$ cat src/rtl/fetch_pkg.sv
// Shared types and defaults for the instruction fetch stage.
// Exports address/data widths, reset PC and the queue entry structs.
package fetch_pkg;

  localparam int unsigned FETCH_AW = 32;
  localparam int unsigned FETCH_DW = 32;
  localparam logic [FETCH_AW-1:0] FETCH_RESET_PC = 32'h0000_0000;

  typedef struct packed {
    logic [FETCH_AW-1:0] pc;
    logic [FETCH_DW-1:0] instr;
  } fetch_entry_t;

  // live sits in bit 0 so the FIFO can clear it without knowing the layout
  typedef struct packed {
    logic [FETCH_AW-1:0] pc;
    logic                live;
  } fetch_tag_t;

endpackage

$ cat src/rtl/fetch_fifo.sv
// Synchronous FIFO with push/pop/flush/count and a kill that clears bit 0.
// Ports: clk, rst, push, pop, flush, kill, din -> dout (head), count.
module fetch_fifo #(
  parameter int W     = 8,
  parameter int DEPTH = 2
) (
  input  logic                   clk,
  input  logic                   rst,
  input  logic                   push,
  input  logic                   pop,
  input  logic                   flush,
  input  logic                   kill,
  input  logic [W-1:0]           din,
  output logic [W-1:0]           dout,
  output logic [$clog2(DEPTH):0] count
);

  localparam int PW = (DEPTH > 1) ? $clog2(DEPTH) : 1;
  localparam int CW = $clog2(DEPTH) + 1;

  logic [W-1:0]  mem [DEPTH];
  logic [PW-1:0] rd;
  logic [PW-1:0] wr;
  logic          full;
  logic          do_push;
  logic          do_pop;

  function automatic logic [PW-1:0] nxt(
    input logic [PW-1:0] p
  );
    return (p == PW'(DEPTH - 1)) ? '0 : p + PW'(1);
  endfunction

  assign full    = count == CW'(DEPTH);
  assign do_pop  = pop && (count != '0);
  // a full queue still takes a push when the head leaves this cycle
  assign do_push = push && (!full || do_pop);
  assign dout    = mem[rd];

  always_ff @(posedge clk) begin
    if (rst || flush) begin
      rd    <= '0;
      wr    <= '0;
      count <= '0;
    end else begin
      if (do_push) wr <= nxt(wr);
      if (do_pop)  rd <= nxt(rd);
      count <= count + CW'(do_push) - CW'(do_pop);
    end
  end

  always_ff @(posedge clk) begin
    for (int i = 0; i < DEPTH; i++) begin
      if (kill) mem[i][0] <= 1'b0;
    end
    if (do_push) mem[wr] <= din;
  end

endmodule

$ cat src/rtl/instr_fetch_unit.sv
// RV32I fetch stage: owns the PC, issues credit-limited imem requests,
// queues responses for decode; redirect squashes in-flight work.
// Ports: clk, rst, imem_req_*, imem_resp_*, redirect_*, dec_*.
module instr_fetch_unit
  import fetch_pkg::*;
#(
  parameter int ADDR_WIDTH      = FETCH_AW,
  parameter int DATA_WIDTH      = FETCH_DW,
  parameter logic [ADDR_WIDTH-1:0] RESET_PC = FETCH_RESET_PC,
  parameter int FIFO_DEPTH      = 2,
  parameter int MAX_OUTSTANDING = 2
) (
  input  logic                  clk,
  input  logic                  rst,
  output logic                  imem_req_valid,
  input  logic                  imem_req_ready,
  output logic [ADDR_WIDTH-1:0] imem_req_addr,
  input  logic                  imem_resp_valid,
  input  logic [DATA_WIDTH-1:0] imem_resp_data,
  input  logic                  redirect_valid,
  input  logic [ADDR_WIDTH-1:0] redirect_pc,
  output logic                  dec_valid,
  input  logic                  dec_ready,
  output logic [DATA_WIDTH-1:0] dec_instr,
  output logic [ADDR_WIDTH-1:0] dec_pc,
  output logic [ADDR_WIDTH-1:0] dec_pc_plus4,
  output logic [24:0]           dec_instr_imm
);

  localparam int TW = $clog2(MAX_OUTSTANDING) + 1;
  localparam int QW = $clog2(FIFO_DEPTH) + 1;
  localparam int UW = ((TW > QW) ? TW : QW) + 1;

  logic [ADDR_WIDTH-1:0] fetch_pc;
  fetch_tag_t            tag_in;
  fetch_tag_t            tag_out;
  fetch_entry_t          ent_in;
  fetch_entry_t          ent_out;
  logic [TW-1:0]         outstanding;
  logic [QW-1:0]         qcount;
  logic [UW-1:0]         used;
  logic                  req_fire;
  logic                  q_push;
  logic                  q_empty;
  logic                  dec_fire;
  logic                  unused_low;

  // buffered plus in-flight never exceeds the queue depth
  assign used = UW'(outstanding) + UW'(qcount);

  assign imem_req_valid = !rst && !redirect_valid
                       && (outstanding < TW'(MAX_OUTSTANDING))
                       && (used < UW'(FIFO_DEPTH));
  assign imem_req_addr  = fetch_pc;
  assign req_fire       = imem_req_valid && imem_req_ready;

  assign tag_in = '{pc: fetch_pc, live: 1'b1};
  assign ent_in = '{pc: tag_out.pc, instr: imem_resp_data};
  assign q_push = imem_resp_valid && tag_out.live && !redirect_valid;

  assign q_empty   = qcount == '0;
  assign dec_valid = !q_empty && !redirect_valid && !rst;
  assign dec_fire  = dec_valid && dec_ready;

  assign dec_instr     = q_empty ? '0 : ent_out.instr;
  assign dec_pc        = q_empty ? '0 : ent_out.pc;
  assign dec_pc_plus4  = q_empty ? '0 : ent_out.pc + ADDR_WIDTH'(4);
  assign dec_instr_imm = dec_instr[31:7];

  assign unused_low = ^redirect_pc[1:0];

  always_ff @(posedge clk) begin
    if (rst) begin
      fetch_pc <= RESET_PC;
    end else if (redirect_valid) begin
      fetch_pc <= {redirect_pc[ADDR_WIDTH-1:2], 2'b00};
    end else if (req_fire) begin
      fetch_pc <= fetch_pc + ADDR_WIDTH'(4);
    end
  end

  // stale tags keep draining after a redirect; only their live bit drops
  fetch_fifo #(
    .W     ($bits(fetch_tag_t)),
    .DEPTH (MAX_OUTSTANDING)
  ) u_tag_q (
    .clk   (clk),
    .rst   (rst),
    .push  (req_fire),
    .pop   (imem_resp_valid),
    .flush (1'b0),
    .kill  (redirect_valid),
    .din   (tag_in),
    .dout  (tag_out),
    .count (outstanding)
  );

  fetch_fifo #(
    .W     ($bits(fetch_entry_t)),
    .DEPTH (FIFO_DEPTH)
  ) u_instr_q (
    .clk   (clk),
    .rst   (rst),
    .push  (q_push),
    .pop   (dec_fire),
    .flush (redirect_valid),
    .kill  (1'b0),
    .din   (ent_in),
    .dout  (ent_out),
    .count (qcount)
  );

endmodule

$ cat config.mk
export PLATFORM = sky130hd
export DESIGN_NAME = instr_fetch_unit
export DESIGN_NICKNAME = d
export VERILOG_FILES = /design/src/rtl/fetch_pkg.sv /design/src/rtl/fetch_fifo.sv /design/src/rtl/instr_fetch_unit.sv
export SDC_FILE = /design/constraint.sdc
export NUM_CORES = 1
export LEC_CHECK = 0
export BUFFER_PORTS_ARGS = -buffer_cell sky130_fd_sc_hd__buf_2
export CAP_MARGIN = 0
export CELL_PAD_IN_SITES_DETAIL_PLACEMENT = 1
export CELL_PAD_IN_SITES_GLOBAL_PLACEMENT = 2
export CORE_ASPECT_RATIO = 0.6
export CORE_UTILIZATION = 30
export CTS_BUF_LIST = sky130_fd_sc_hd__clkbuf_4 sky130_fd_sc_hd__clkbuf_8 sky130_fd_sc_hd__clkbuf_16
export DETAILED_ROUTE_END_ITERATION = 8
export PLACE_DENSITY_LB_ADDON = 0.1
export SLEW_MARGIN = 25
export SYNTH_ARGS = -nofsm -noshare
export SYNTH_HDL_FRONTEND = slang
export SYNTH_SLANG_ARGS = --single-unit
$ cat constraint.sdc
create_clock -name clk -period 10.35 [get_ports clk]
set_input_delay 2.07 -clock clk [delete_from_list [all_inputs] [get_ports clk]]
set_output_delay 2.07 -clock clk [all_outputs]
set_load 0.05 [all_outputs]
* After elaboration in Yosys (flattened, before gate mapping)
Memories as Yosys holds them, arrays and structs flattened. A register that Yosys moved wholly into a read port is not among the register bits. Cells that the tools add are included. Widths: inputs -> output; s select.
Storage, ports and cells: flip-flop bits (word level) 40, output and inout port bits 155, RAM bits 194, memories 2, word-level logic and storage cells 74, input port bits 70
Memory list:
- u_instr_q.mem | depth 2, bits a word 64, read ports 1, clocked after Yosys merged registers in 1, write ports 1, line fetch_fifo.sv:21 | logic [W-1:0] mem [DEPTH];
- u_tag_q.mem | depth 2, bits a word 33, read ports 1, clocked after Yosys merged registers in 1, write ports 2, line fetch_fifo.sv:21
Cells by class: reductions and logical operators 27, muxes and demuxes 22, add/subtract/negate cells 11, $lt $le $gt $ge 2, equal/unequal tests 2
Operators with widths (count):
- $mux 32 | 5
- $add 32x3->32 const B | 2
- $mux 33 | 1
- $reduce_or 33->1 | 1
- $mux 1 | 15
- $logic_and 1x1->1 | 13
- $reduce_bool 2->1 | 3
- $logic_not 1->1 | 5
- $add 1x1->1 const B | 4
- $add 2x1->2 | 2
- $eq 2x2->1 const B | 2
- $sub 2x1->2 | 2
- $add 2x2->3 | 1
- $logic_or 1x1->1 | 3
- $lt 3x2->1 const B | 1
- $logic_not 2->1 | 1
- $lt 2x2->1 const B | 1
- $mux 2 | 1
- $reduce_or 2->1 | 1

* Logic depth before layout (Yosys ltp)
word-level depth 10, gate-level depth with buffers 12, mapped depth without buffers 10

* Hierarchy
From an unflattened synthesis, not the netlist that was laid out.
Second synthesis, totals: cells, all modules 807, area, all modules 10699.0 um2
Modules (own cells, without submodules):
- fetch_fifo (u_instr_q) | seq. area each 3943.8 um2, cells an instance 228, times used 1, area each 4916.0 um2
- instr_fetch_unit | seq. area each 600.6 um2, cells an instance 447, times used 1, area each 3129.3 um2
- fetch_fifo (u_tag_q) | seq. area each 2082.0 um2, cells an instance 132, times used 1, area each 2653.8 um2

* Least setup slack after synthesis
Ideal clock, no wire load.
kind input port to flip-flop, from input port redirect_valid, to memory u_instr_q.mem[0][0] in the netlist's numbering (enable), cell stages on the path 6, required time 9.860 ns, buffers on the path 2, path slack 4.143 ns, data arrival time 5.717 ns, setup time 0.490 ns, cells stage by stage clkbuf_1 -> nor2_1 -> buf_2 -> nand2_1 -> a31oi_1 -> nor2b_1
On the way: cells in the longest elaborated chain, start to end 9, elaborated cells between the ends (all ways) 10, classes of those cells 2 x mux; 8 x reduce/logical
RTL lines:
- start, declared | line instr_fetch_unit.sv:20 | input logic redirect_valid,
- $logic_not 1->1 * | line instr_fetch_unit.sv:59, instr_fetch_unit.sv:62
- $logic_and 1x1->1 (2 in a row) | line instr_fetch_unit.sv:62 | assign dec_valid = !q_empty && !redirect_valid && !rst;
- $logic_and 1x1->1 | line instr_fetch_unit.sv:63 | assign dec_fire = dec_valid && dec_ready;
- $logic_and 1x1->1 | line fetch_fifo.sv:35 | assign do_pop = pop && (count != '0);
- $logic_or 1x1->1 | line fetch_fifo.sv:37 | assign do_push = push && (!full || do_pop);
- $logic_and 1x1->1 * | line fetch_fifo.sv:37
- $mux 1 * | line fetch_fifo.sv:56 | if (do_push) mem[wr] <= din;
- $mux 1 (implied by the code) * | line fetch_fifo.sv:56
- end, declared | line fetch_fifo.sv:21
Every way passes the cells marked *; elsewhere a longest branch is shown, timed or not.

==> results.md <==
Yosys:
- The average size of a mapped cell is 12.6 µm².
- The largest total area in the synthesized netlist belongs to sky130_fd_sc_hd__edfxtp_1.
- The share of synthesized area in the top cell type comes to 0.538.
- The number of flops mapped to enable cells by yosys is 184.
- The cell count after synthesis is 817.
- In this run the cell area of the synthesized design comes to 0.0103 mm².
- For this run, the register share of the synthesized area comes to 0.620.
- The register bit total from synthesis is 226.
- The dominant register cell in the synthesized netlist is sky130_fd_sc_hd__edfxtp_1.
- The fraction of registers with async set or reset after synthesis is 0.
- By area the synthesized netlist is led by sky130_fd_sc_hd__edfxtp_1 (54%), sky130_fd_sc_hd__dfxtp_1 (8.2%), sky130_fd_sc_hd__mux2i_1 (5.5%).
- Yosys printed 0 warnings.
- The number of distinct standard cells referenced by the synthesized netlist is 61.

Routing:
- The routed design has 28900 µm of wire.
- In the final routed layout, each cell accounts on average for 19.5 µm.
- The number of nets still failing antenna checks after routing is 0.
- The first routing iteration left 392 violations.
- In the routed layout, each cell is associated on average with a via count of 4.82.
- After detailed routing, the number of remaining DRC violations is 0.
- The pre-antenna-repair detailed-routing pass consisted of 4 iterations.
- Detailed routing inserted a total of 7137 vias.

Clock tree:
- The number of H-tree levels is 1.
- TritonCTS built the clock tree.
- Hold repair after CTS inserted 0 buffers.
- The buffer depth of the longest clock path is 3.
- CTS placed an instance of sky130_fd_sc_hd__clkbuf_16 at the clock tree root.
- In this run the post-CTS setup repair buffer count came out at 0.
- Clock-pin slew was measured on the worst setup and hold paths at ~0.070 ns.
- The clock reaches the later pin of the worst-skew pair after 0.53 ns.
- The total clock sinks is 226.
- The post-cts repair resize count is 0.
- The number of clock buffers added by TritonCTS is 24.

Finish:
- The layout-stage area growth over the synthesis result is 21.2%.
- The most common cell after layout, fill and taps aside is sky130_fd_sc_hd__buf_2.
- The final core utilization is 0.369.
- The layout has 3678 filler cells.
- The count of antenna diodes in the layout is 0.
- The fraction of final layout cells sized beyond drive strength 1 is 0.325.
- The library cells used most frequently in the layout, excluding fill and tap cells, are sky130_fd_sc_hd__buf_2 (216), sky130_fd_sc_hd__edfxtp_1 (184), sky130_fd_sc_hd__nor2_1 (90).
- The final net count is 1081.

Global routing:
- The number of global-route vias before repair is slightly above 7000.
- The met3 track utilization from global routing is 0.0323.
- The leftover overflow at the end of global routing is 0.
- The met2 routing resource usage after global routing is 0.255.
- The maximum number of pins on one net before global-route repair is 63.
- The global-route wire length before repair is 43900 µm.
- The initial antenna violation count came to 0.
- The total routing usage reported by global routing is 0.164.
- met2 is the most crowded layer.
- The met1 layer usage reported by global route is 0.239.

Floorplanning:
- In this run the count of I/O pins placed on the die edge is 225.
- The standard-cell row count is 52.
- The die outline height is 145 µm.
- The area enclosed by the die boundary is 0.0350 mm².
- The initial utilization of the core area, before any placement, comes to 0.305.
- The area of the placeable core is between 0.03 and 0.04 mm².
- The floorplan die width is around 240 µm.

Job:
- Across the run, the number of max-cap violations was 0.

Place:
- Summed over all nets, the half-perimeter wirelength after detailed placement is just over 20000 µm.
- OpenSTA, run right after detailed placement, puts the worst setup slack at about 4.6 ns.
- During placement, the flow inserted port buffers numbering 216.
- At the end of routability-driven placement, the weighted congestion stood at around 0.78.

Timing:
- The setup clock skew after layout is between 0.015 and 0.02 ns.
- The number of hold violations in the final report is 0.
- Setup repair after global routing left no endpoint under its margin.
- The final-layout worst hold slack is 0.456 ns.
- The post-layout worst setup margin is 4.07 ns.
- The max-slew violation total from the final report is 0.
- Of the available clock period, the critical path in the final layout requires 0.607.
- The remaining max-slew budget at the tightest pin is 0.369.
- The aggregate negative setup slack is 0 ns.
- Based on the critical path, the design can be clocked at up to 0.159 GHz.
- The setup-violating endpoint count in the final report is 0.
- The clock period minus final worst setup slack is 6.28 ns.
- At the pin with the least slew margin, the transition time is 0.946 ns.

Hold path:
- In this run the worst hold path is classified as reg2reg.
- The origin of the worst min-delay path is u_tag_q.mem[1][0].

Setup path:
- At the worst endpoint, the required time is 8.28 ns.
- In this run the critical register-to-register path is captured at imem_req_addr[30].
- For the worst flop-to-flop path, the logic depth is 8.
- The worst setup path is launched from a flip-flop.
- The end point of the critical path is dec_pc_plus4[31].
- The launching point of the worst reg2reg path is u_instr_q.count[0].
- The signal arrival time at the worst endpoint is 4.21 ns.
- In this run the worst path has a maximum fanout of 48.
- The setup path with the least slack is of type reg2out.
- The worst-case register-to-register setup slack is between 7 and 8 ns.
- STA classifies the critical path endpoint as a primary output.

Power and ir drop:
- The static power due to leakage is 4.63 nW.
- The power density over the cells is 178 mW/mm².
- The final total power is 2.21 mW.
- The worst-case IR drop observed on VDD is ~0.00011 V.

Outcome:
- The run finished with clean final reports.
-- flip-flops by register name (all words and copies together), names as in the netlist, named ones only --
register,flops
u_tag_q.count,2
u_instr_q.wr,1
u_instr_q.mem,124
u_instr_q.rd,1
u_tag_q.wr,1
u_instr_q.count,2
u_tag_q.rd,1
imem_req_addr,30
u_tag_q.mem,62
-- metrics by stage --
step                      instance area [µm²]  std cells
after detailed placement                11600       1437
after CTS                               12400       1481
final                                   12400       1481
after floorplan                         10300        822
after global placement                  11600       1437
after global routing                    12400       1481
-- metal layers --
layer / share of wire / wire length, µm / vias up
met1: 0.49 / 14200 / 3597
met5: 0 / 0 / -
li1: - / - / 3401
met2: 0.46 / 13200 / 112
met4: 0.012 / 350 / 0
met3: 0.041 / 1190 / 27
-- worst min-delay path by stage --
stage                   endpoint  slack, ns  cells after the start
3_3_place_gp   u_tag_q.mem[1][0]       0.43                      1
2_1_floorplan  u_tag_q.mem[0][0]       0.42                      1
3_5_place_dp   u_tag_q.mem[1][0]       0.44                      1
5_1_grt        u_tag_q.mem[0][0]       0.48                      1
6_report       u_tag_q.mem[1][0]       0.46                      1
4_1_cts        u_tag_q.mem[1][0]       0.46                      1
-- worst max-delay path, cell delays in order (launching register included) --
cell and delay, ns:
sky130_fd_sc_hd__dfxtp_4 0.72, sky130_fd_sc_hd__buf_4 0.69, sky130_fd_sc_hd__nand2_1 0.23, sky130_fd_sc_hd__o22ai_1 0.32, sky130_fd_sc_hd__nand3_1 0.47, sky130_fd_sc_hd__nor4_1 0.57, sky130_fd_sc_hd__mux2_2 0.38, sky130_fd_sc_hd__buf_2 0.21
-- Yosys cell counts (8+ instances only) --
master,number
sky130_fd_sc_hd__edfxtp_1,184
sky130_fd_sc_hd__nor2_1,92
sky130_fd_sc_hd__nand2_1,57
sky130_fd_sc_hd__mux2i_1,56
sky130_fd_sc_hd__dfxtp_1,42
sky130_fd_sc_hd__mux2_2,40
sky130_fd_sc_hd__buf_4,35
sky130_fd_sc_hd__nand3_1,30
sky130_fd_sc_hd__a21oi_1,28
sky130_fd_sc_hd__clkbuf_1,22
sky130_fd_sc_hd__xnor2_1,17
sky130_fd_sc_hd__nand4_1,16
sky130_fd_sc_hd__a31oi_1,15
sky130_fd_sc_hd__o31ai_1,12
sky130_fd_sc_hd__and2_1,11
sky130_fd_sc_hd__buf_2,11
sky130_fd_sc_hd__or3_1,11
sky130_fd_sc_hd__o21ai_0,10
sky130_fd_sc_hd__o211ai_1,9
sky130_fd_sc_hd__and3_1,8
sky130_fd_sc_hd__and4_1,8
-- layout make-up --
cell class                      count  area, µm²  area share
Timing Repair Buffer              228       1170      0.0941
Sequential cell                   226       6370       0.512
Multi-Input combinational cell    515       3490       0.280
Clock buffer                       38        772      0.0621
Inverter                            9       33.8     0.00272
Tap cell                          459        574      0.0462
Clock inverter                      6       31.3     0.00251
-- where the power goes --
part	leakage, nW	internal [mW]	switching [mW]
logic	2.20	0.0930	0.159
clock network	0.408	0.512	0.351
registers	2.02	1.04	0.0488
-- cells by family after synthesis --
logic type | count (synthesis) | share of synthesized area
AOI/OAI and AO/OA | 106 | 0.0695
DFF | 226 | 0.620
adders and majority gates | 7 | 0.00926
xor gates and xnor gates | 24 | 0.0205
muxes | 96 | 0.0985
buffers and inverters | 81 | 0.0438
and+or+nand+nor | 276 | 0.138
other | 1 | 0.000365
(Power assumes the default switching activity.)
